==> src/rtl/servo_slew_limiter.sv <==
// Three-channel angle rate limiter: each sign-magnitude output walks toward its
// clamped target by at most MAX_STEP degrees per prescaler tick.
module servo_slew_channel #(
    parameter int MAX_STEP     = 2,
    parameter int DEADBAND     = 1,
    parameter int ANGLE_MAX    = 90,
    parameter int SETTLE_TICKS = 16
) (
    input  logic        clk,
    input  logic        rst_a_n,
    input  logic        i_enable,
    input  logic        i_tick,
    input  logic [15:0] i_tgt_abs,
    input  logic        i_tgt_neg,
    output logic [15:0] o_abs,
    output logic        o_neg,
    output logic        o_settled
);
    typedef enum logic [1:0] {MOVING, SETTLING, SETTLED} state_t;

    localparam int CW = $clog2(SETTLE_TICKS + 1);
    localparam logic signed [17:0] DB  = 18'(DEADBAND);
    localparam logic signed [17:0] STP = 18'(MAX_STEP);

    state_t                r_state, w_state_nxt;
    logic [CW-1:0]         r_cnt, w_cnt_nxt;
    logic signed [17:0]    r_tgt_s, r_cur, w_cur_nxt, w_step;
    logic signed [17:0]    w_tgt_s, w_err, w_aerr;
    logic [15:0]           w_mag;

    // A negative zero target falls out as 0 because -0 == 0.
    assign w_mag   = (i_tgt_abs > 16'(ANGLE_MAX)) ? 16'(ANGLE_MAX) : i_tgt_abs;
    assign w_tgt_s = i_tgt_neg ? -$signed({2'b00, w_mag}) : $signed({2'b00, w_mag});

    assign w_err  = r_tgt_s - r_cur;
    assign w_aerr = w_err[17] ? -w_err : w_err;

    always_comb begin
        w_step = r_cur;
        if (w_aerr <= DB)
            w_step = r_cur;
        else if (w_aerr <= STP)
            w_step = r_tgt_s;
        else if (w_err[17])
            w_step = r_cur - STP;
        else
            w_step = r_cur + STP;
    end

    always_comb begin
        w_state_nxt = r_state;
        w_cnt_nxt   = r_cnt;
        w_cur_nxt   = r_cur;
        if (!i_enable) begin
            w_cur_nxt   = r_tgt_s;
            w_state_nxt = SETTLED;
            w_cnt_nxt   = '0;
        end else if (i_tick) begin
            w_cur_nxt = w_step;
            if (w_step != r_cur) begin
                w_state_nxt = MOVING;
                w_cnt_nxt   = '0;
            end else begin
                case (r_state)
                    MOVING: begin
                        w_cnt_nxt   = CW'(1);
                        w_state_nxt = (SETTLE_TICKS <= 1) ? SETTLED : SETTLING;
                    end
                    SETTLING: begin
                        w_cnt_nxt = r_cnt + CW'(1);
                        if (r_cnt == CW'(SETTLE_TICKS - 1))
                            w_state_nxt = SETTLED;
                    end
                    default: ;
                endcase
            end
        end
    end

    always_ff @(posedge clk or negedge rst_a_n) begin
        if (!rst_a_n) begin
            r_tgt_s <= '0;
            r_cur   <= '0;
            r_cnt   <= '0;
            r_state <= MOVING;
        end else begin
            r_tgt_s <= w_tgt_s;
            r_cur   <= w_cur_nxt;
            r_cnt   <= w_cnt_nxt;
            r_state <= w_state_nxt;
        end
    end

    assign o_abs     = 16'(r_cur[17] ? -r_cur : r_cur);
    assign o_neg     = r_cur[17];
    assign o_settled = (r_state == SETTLED);
endmodule

module servo_slew_limiter #(
    parameter int CLOCK_FREQ_HZ = 50_000_000,
    parameter int STEP_RATE_HZ  = 1000,
    parameter int MAX_STEP      = 2,
    parameter int DEADBAND      = 1,
    parameter int ANGLE_MAX     = 90,
    parameter int SETTLE_TICKS  = 16
) (
    input  logic        clk,
    input  logic        rst_a_n,
    input  logic        enable,
    input  logic [15:0] tgt_abs_x,
    input  logic [15:0] tgt_abs_y,
    input  logic [15:0] tgt_abs_z,
    input  logic        tgt_neg_x,
    input  logic        tgt_neg_y,
    input  logic        tgt_neg_z,
    output logic [15:0] out_abs_x,
    output logic [15:0] out_abs_y,
    output logic [15:0] out_abs_z,
    output logic        out_neg_x,
    output logic        out_neg_y,
    output logic        out_neg_z,
    output logic [2:0]  settled,
    output logic        all_settled,
    output logic        step_tick
);
    localparam int TC = CLOCK_FREQ_HZ / STEP_RATE_HZ - 1;
    localparam int PW = (TC > 0) ? $clog2(TC + 1) : 1;

    logic [PW-1:0]       r_presc;
    logic                w_tick;
    logic [2:0][15:0]    w_tgt_abs, w_out_abs;
    logic [2:0]          w_tgt_neg, w_out_neg;

    assign w_tick = enable && (r_presc == PW'(TC));

    always_ff @(posedge clk or negedge rst_a_n) begin
        if (!rst_a_n)
            r_presc <= '0;
        else if (!enable || w_tick)
            r_presc <= '0;
        else
            r_presc <= r_presc + PW'(1);
    end

    assign w_tgt_abs = {tgt_abs_z, tgt_abs_y, tgt_abs_x};
    assign w_tgt_neg = {tgt_neg_z, tgt_neg_y, tgt_neg_x};

    for (genvar g = 0; g < 3; g++) begin : g_ch
        servo_slew_channel #(
            .MAX_STEP    (MAX_STEP),
            .DEADBAND    (DEADBAND),
            .ANGLE_MAX   (ANGLE_MAX),
            .SETTLE_TICKS(SETTLE_TICKS)
        ) u_ch (
            .clk      (clk),
            .rst_a_n  (rst_a_n),
            .i_enable (enable),
            .i_tick   (w_tick),
            .i_tgt_abs(w_tgt_abs[g]),
            .i_tgt_neg(w_tgt_neg[g]),
            .o_abs    (w_out_abs[g]),
            .o_neg    (w_out_neg[g]),
            .o_settled(settled[g])
        );
    end

    assign out_abs_x   = w_out_abs[0];
    assign out_abs_y   = w_out_abs[1];
    assign out_abs_z   = w_out_abs[2];
    assign out_neg_x   = w_out_neg[0];
    assign out_neg_y   = w_out_neg[1];
    assign out_neg_z   = w_out_neg[2];
    assign all_settled = &settled;
    assign step_tick   = w_tick;
endmodule

==> config.mk <==
export PLATFORM = sky130hd
export DESIGN_NAME = servo_slew_limiter
export DESIGN_NICKNAME = d
export VERILOG_FILES = /design/src/rtl/servo_slew_limiter.sv
export SDC_FILE = /design/constraint.sdc
export NUM_CORES = 1
export LEC_CHECK = 0
export BUFFER_PORTS_ARGS = -buffer_cell sky130_fd_sc_hd__clkbuf_2
export CORE_ASPECT_RATIO = 0.7
export CORE_MARGIN = 1.5
export CORE_UTILIZATION = 25
export CTS_BUF_LIST = sky130_fd_sc_hd__clkbuf_16
export DETAILED_ROUTE_END_ITERATION = 8
export PLACE_DENSITY = 0.41
export SLEW_MARGIN = 20
export SYNTH_ARGS = -nofsm -noshare
export SYNTH_HDL_FRONTEND = slang
export SYNTH_HIERARCHICAL = 1
export SYNTH_SLANG_ARGS = --single-unit
export TNS_END_PERCENT = 100
==> constraint.sdc <==
create_clock -name clk -period 9.7 [get_ports clk]
set_input_delay 0.97 -clock clk [delete_from_list [all_inputs] [get_ports clk]]
set_output_delay 0.97 -clock clk [all_outputs]
set_load 0.02 [all_outputs]
# After elaboration in Yosys (flattened, before gate mapping)

Cells that the tools add are included.
Widths: inputs -> output; s select.

Input bits: 54
Bits in registers: 145
Output and inout port bits: 56
Logic and storage cells: 132

$lt $le $gt $ge: 9
Reduce and logical (&&, ||, !) cells: 13
Muxes and demuxes: 55
Add/subtract/negate cells: 22
Eq/ne operators: 20

Operators by type and width:

| cell                  | number |
|---|---|
| $mux 18               | 21 |
| $mux 16               | 7 |
| $add 18x3->18 const B | 3 |
| $le 18x2->1 const B   | 3 |
| $le 18x3->1 const B   | 3 |
| $ne 18x18->1          | 3 |
| $neg 16->18           | 3 |
| $neg 18->18           | 3 |
| $sub 18x18->18        | 3 |
| $sub 18x3->18 const B | 3 |
| $gt 16x7->1 const B   | 3 |
| $neg 16->16           | 3 |
| $mux 5                | 9 |
| $pmux 5 s2            | 3 |
| $mux 2                | 12 |
| $add 16x1->16 const B | 1 |
| $eq 16x16->1 const B  | 1 |
| $add 5x1->5 const B   | 3 |
| $eq 5x4->1 const B    | 3 |
| $ne 4x1->1 const B    | 3 |
| $ne 4x2->1 const B    | 3 |
| $pmux 2 s2            | 3 |
| $reduce_and 3->1      | 4 |
| $eq 2x1->1 const B    | 3 |
| 7 further kinds       | 13 |

# Logic depth before layout (Yosys ltp)

Depth in word-level cells: 10
Depth in mapped cells: 27
Depth with buffers taken out: 24

# By module

The synthesis kept the hierarchy.

By module, submodules not included:

| module                                 | cells an instance | sequential area each (µm²) | area an instance (µm²) | instances |
|---|---|---|---|---|
| servo_slew_channel at g_ch[0].u_ch ... | 724               | 1076.0                     | 5639.2                 | 2 |
| servo_slew_channel at g_ch[2].u_ch     | 748               | 1076.0                     | 5671.7                 | 1 |
| servo_slew_limiter                     | 84                | 400.4                      | 815.8                  | 1 |

# Worst setup path before layout

Ideal clock, no wire load.

Path type: reg-to-reg
From: register g_ch[0].u_ch.r_cur[11]
To: register g_ch[0].u_ch.r_cnt[2]
Slack: 3.920 ns
Setup time: 0.127 ns
Path buffers: 3
Stages on the path, launching flop included: 28
Arrival: 5.653 ns
Cells stage by stage: dfrtp_1 -> clkbuf_1 -> inv_1 -> ha_1 -> clkbuf_1 -> nand2_1 -> o21ai_0 -> a221o_1 -> or2_2 -> o211a_2 -> inv_2 -> buf_2 -> fa_1 -> nor2b_1 -> o21ai_0 -> a21oi_1 -> o31a_1 -> a31oi_1 -> nand2_1 -> a221o_1 -> a31oi_1 -> xnor2_1 -> nand2_1 -> mux2i_1 -> nand4_1 -> o31ai_4 -> nand2b_2 -> o21ai_1

Cells in the longest elaborated chain, start to end: 10

RTL lines:

| item                   | line | source |
|---|---|---|
| start, declared        | 27   | `logic signed [17:0] r_tgt_s, r_cur, w_cur_nxt, w_step;` |
| start signal, assigned | 88   | `r_cur <= w_cur_nxt;` |
| $sub 18x18->18         | 35   | `assign w_err = r_tgt_s - r_cur;` |
| $neg 18->18            | 36   | `assign w_aerr = w_err[17] ? -w_err : w_err;` |
| $mux 18                | 36   |  |
| $le 18x3->1            | 42   | `else if (w_aerr <= STP)` |
| $mux 18                | 42   |  |
| $mux 18                | 40   | `if (w_aerr <= DB)` |
| $ne 18x18->1 (*)       | 60   | `if (w_step != r_cur) begin` |
| $mux 5                 | 60   |  |
| $mux 5                 | 58   | `end else if (i_tick) begin` |
| $mux 5                 | 54   | `if (!i_enable) begin` |
| end signal, assigned   | 89   | `r_cnt <= w_cnt_nxt;` |
| end, declared          | 26   | `logic [CW-1:0] r_cnt, w_cnt_nxt;` |

Every way passes the cells marked *; elsewhere a longest branch is shown, timed or not. The select of a mux whose other input is x is not followed.
A chain may end at the register's enable or synchronous reset.

# Final worst setup path

From: register g_ch[0].u_ch.r_cur[10]
To: register g_ch[0].u_ch.r_cnt[2]

The elaborated chain is that of the path after synthesis.

==> flow_metrics.py <==
metrics = {
    "outcome": {
        "outcome": "finished clean",
    },
    "sta": {
        "hold_violations": 0,
        "grt_setup_unrepaired": "no",
        "fin_skew_ps": 18.1,
        "final.setup.tns_ps": 0,
        "setup_violations": 0,
        "fmax_mhz": 145,
        "drv_slew": 0,
        "finalCritPeriodShare_pct": 71.1,
        "slew-limit-headroom_pct": 37.7,
        "worstMarginPinSlew_ps": 935,
        "finalCriticalPeriod_ps": 6900,
    },
    "yosys": {
        "yosys.area.top_type_share_pct": 20.4,
        "synth_nets": 2449,
        "syn_area_per_cell_um2": 7.79,
        "ys.warnings.count": 6,
        "synth_edf_count": 0,
        "synth.distinct_cells": 113,
        "synth_seq_cells": 145,
        "synth_area_leaders": "dfrtp_1 20%, ha_1 7.7%, xnor2_1 6.7%",
        "yosysTopAreaCell": "dfrtp_1",
        "synthesis.area_um2": 17800,
        "synth_cells": 2280,
        "synth_flop_cell": "dfrtp_1",
        "ys_async_sr_fraction_pct": 100,
        "ys_seq_area_share_pct": 20.4,
    },
    "die": {
        "initial_core_util_pct": 25.4,
        "dieArea_um2": 72700,
        "rows": 81,
        "io_pins": 110,
        "die_w_um": 322,
        "core_area_um2": 70000,
        "die_y_um": 226,
    },
    "critical_path": {
        "cp_slowest_cell": "dfrtp_1",
        "path_max_fanout": 21,
        "crit_chain": "inv_1 -> ha_1 -> a21oi_1 -> o21ai_0 -> a221o_1 -> or2_2 -> o211a_2 -> inv_2 -> fa_1 -> nor2b_1 -> o21ai_0 -> a21oi_1 -> o31a_1 -> a31oi_1 -> nand2_1 -> a221o_1 -> a31oi_1 -> xnor2_1 -> nand2_1 -> mux2i_1 -> nand4_1 -> o31ai_4 -> nand2b_2 -> o21ai_1",
        "cp.arrival_ps": 7230,
        "crit-reg2reg-capture": "g_ch[0].u_ch/r_cnt[2]",
        "critPathKind": "register to register",
        "critPathMaxStageDelay_ps": 560,
        "start_kind": "register",
        "reg2reg_from": "g_ch[0].u_ch/r_cur[10]",
        "rrSetupSlack_ps": 2800,
        "end_kind": "register",
        "r2r_cells": 24,
        "required_ps": 10040,
    },
    "route": {
        "drc": 0,
        "wl_per_cell_um": 19.9,
        "ant_nets": 0,
        "wirelength_um": 64900,
        "num_vias": 17700,
        "firstDrtPassIters": 6,
        "drt_first_iter_violations": 1541,
        "viasPerCell": 5.42,
    },
    "place": {
        "io_buffers": 109,
        "placedCellCount": 3233,
        "place_area_um2": 19000,
        "dp_hpwl_um": 51800,
        "routabilityCongestion": 0.902,
    },
    "grt": {
        "grt_overflow_total": 0,
        "grt_first_pass_wirelength_um": 101000,
        "first_global_vias": 16500,
        "track_usage_pct": 17.7,
        "antenna_found_initial": 4,
        "grt_max_degree": 82,
    },
    "finish": {
        "area_growth_syn_to_layout_pct": 10.1,
        "design_area_um2": 19600,
        "final_util_pct": 27.9,
        "fillers": 7625,
        "nNetsFinal": 2467,
        "drive_gt1_share_pct": 10.7,
        "fin_cells": 3264,
    },
    "cts": {
        "clock_latency_ps": 470,
        "postCtsSetupRepairBufs": 0,
        "clock_path_buffers": 2,
        "postCtsHoldBufs": 0,
        "cts_root_buffer": "clkbuf_16",
        "cts_resized": 0,
        "path_clk_slew_ps": 70,
        "cts_made_buffers": 17,
        "htreeDepth": 4,
        "tritoncts": "yes",
        "clock_sinks": 145,
    },
    "min_path": {
        "worstHoldPathCells": 1,
        "min_from": "r_presc[0]",
        "hold_end": "r_presc[0]",
        "min-delay-path-class": "register to register",
    },
    "power": {
        "leakage_nw": 7.79,
        "irDropWorstVdd_v": 0.000134,
        "powerDensity_nw_per_um2": 162,
    },
    "flow_run": {
        "cap_viol_max_count": 0,
    },
}
## cell families (layout without fill, tap and decap cells)
group,after synthesis,after routing,share of synthesized area [%]
simple gates,796,796,23.5
compound gates,760,760,30.9
buf+inv,250,277,5.78
xor+xnor,179,179,8.87
flops,145,145,20.4
fa+ha+maj,115,115,8.35
mux,35,35,2.14
other cells,0,3,0
## stage by stage
| stage | hold slack, ps | total power [W] | setup WS, ps |
|---|---|---|---|
| floorplan | 450 | 0.00204 | 3920 |
| global placement | 483 | 0.00252 | 2950 |
| detailed placement | 478 | 0.00250 | 2910 |
| CTS | 490 | 0.00316 | 2890 |
| global route | 510 | 0.00339 | 2380 |
| finish | 483 | 0.00317 | 2800 |
## worst max-delay path, delay by kind of cell, from the launching register on
family	cells	cell delay (ps)
buf+inv	2	480
compound gates	12	3520
xor+xnor	1	170
simple gates	6	980
mux	1	250
fa+ha+maj	2	800
flops	1	560
## Yosys cell counts (14+ instances only)
| cell type | number |
|---|---|
| nand2_1 | 182 |
| nor2_1 | 171 |
| dfrtp_1 | 145 |
| xnor2_1 | 135 |
| a21oi_1 | 133 |
| inv_1 | 130 |
| o21ai_0 | 122 |
| ha_1 | 109 |
| clkbuf_1 | 82 |
| nor3_1 | 74 |
| nand3_1 | 66 |
| o31ai_1 | 47 |
| xor2_1 | 43 |
| a21boi_0 | 39 |
| nor2b_1 | 37 |
| nand4_1 | 35 |
| a31oi_1 | 34 |
| o211ai_1 | 33 |
| o21a_1 | 33 |
| nand2b_1 | 32 |
| and3_1 | 31 |
| a22o_1 | 29 |
| nor4_1 | 27 |
| a21o_1 | 26 |
| o21ai_1 | 25 |
| or3_1 | 24 |
| a211oi_1 | 20 |
| mux2i_1 | 20 |
| and2_1 | 19 |
| or2_2 | 18 |
| buf_2 | 17 |
| o211a_1 | 16 |
| o22ai_1 | 16 |
| o2111ai_1 | 14 |
## registers in the layout (all words and copies together), names as in the netlist
| name | cells |
|---|---|
| g_ch.u_ch/r_state | 6 |
| g_ch.u_ch/r_cnt | 15 |
| r_presc | 16 |
| g_ch.u_ch/r_cur | 54 |
| g_ch.u_ch/r_tgt_s | 54 |
## worst max-delay path by stage
| stage | from | end | slack (ps) | depth (start not counted) |
|---|---|---|---|---|
| 5_1_grt | g_ch[0].u_ch/r_cur[12] | g_ch[0].u_ch/r_cnt[2] | 2380 | 24 |
| 2_1_floorplan | g_ch[0].u_ch/r_cur[11] | g_ch[0].u_ch/r_cnt[2] | 3920 | 27 |
| 3_5_place_dp | g_ch[1].u_ch/r_cur[1] | g_ch[1].u_ch/r_cnt[2] | 2910 | 23 |
| 3_3_place_gp | g_ch[0].u_ch/r_cur[10] | g_ch[0].u_ch/r_cnt[2] | 2950 | 24 |
| 4_1_cts | g_ch[0].u_ch/r_cur[10] | g_ch[0].u_ch/r_cnt[2] | 2890 | 24 |
| 6_report | g_ch[0].u_ch/r_cur[10] | g_ch[0].u_ch/r_cnt[2] | 2800 | 24 |
## where the power goes
part | switching (W) | leakage [nW] | internal (W)
sequential | 0.0000819 | 1.76 | 0.000634
combinational | 0.00116 | 5.78 | 0.000671
clock | 0.000283 | 0.255 | 0.000344
total | 0.00152 | 7.79 | 0.00165
## final cells by class
class / count / area [µm²] / area share, %
Sequential cell: 145 / 3630 / 18.5
Antenna cell: 3 / 7.51 / 0.0384
Clock buffer: 17 / 425 / 2.17
Inverter: 133 / 499 / 2.55
Timing Repair Buffer: 116 / 604 / 3.09
Tap cell: 954 / 1190 / 6.10
Multi-Input combinational cell: 1885 / 13100 / 67.0
Clock inverter: 11 / 95.1 / 0.486
## routing by layer
layer	vias to the layer above	track usage, %	wire length (µm)
li1	8546	-	-
met1	8515	28.7	34800
met2	599	23.7	25000
met3	34	2.91	4500
met4	2	3.47	554
met5	-	0	16
## placed cells by master (no fill, tap or decap), types with 34 or more instances in the layout
cell type and instances:
a31oi_1 34, a21boi_0 39, nand3_1 66, inv_1 132, xnor2_1 135, ha_1 109, nor2b_1 37, o31ai_1 47
o21ai_0 122, clkbuf_2 107, nor2_1 171, nor3_1 73, nand4_1 35, dfrtp_1 145, xor2_1 43, nand2_1 182
a21oi_1 133
(Power assumes the default switching activity.)
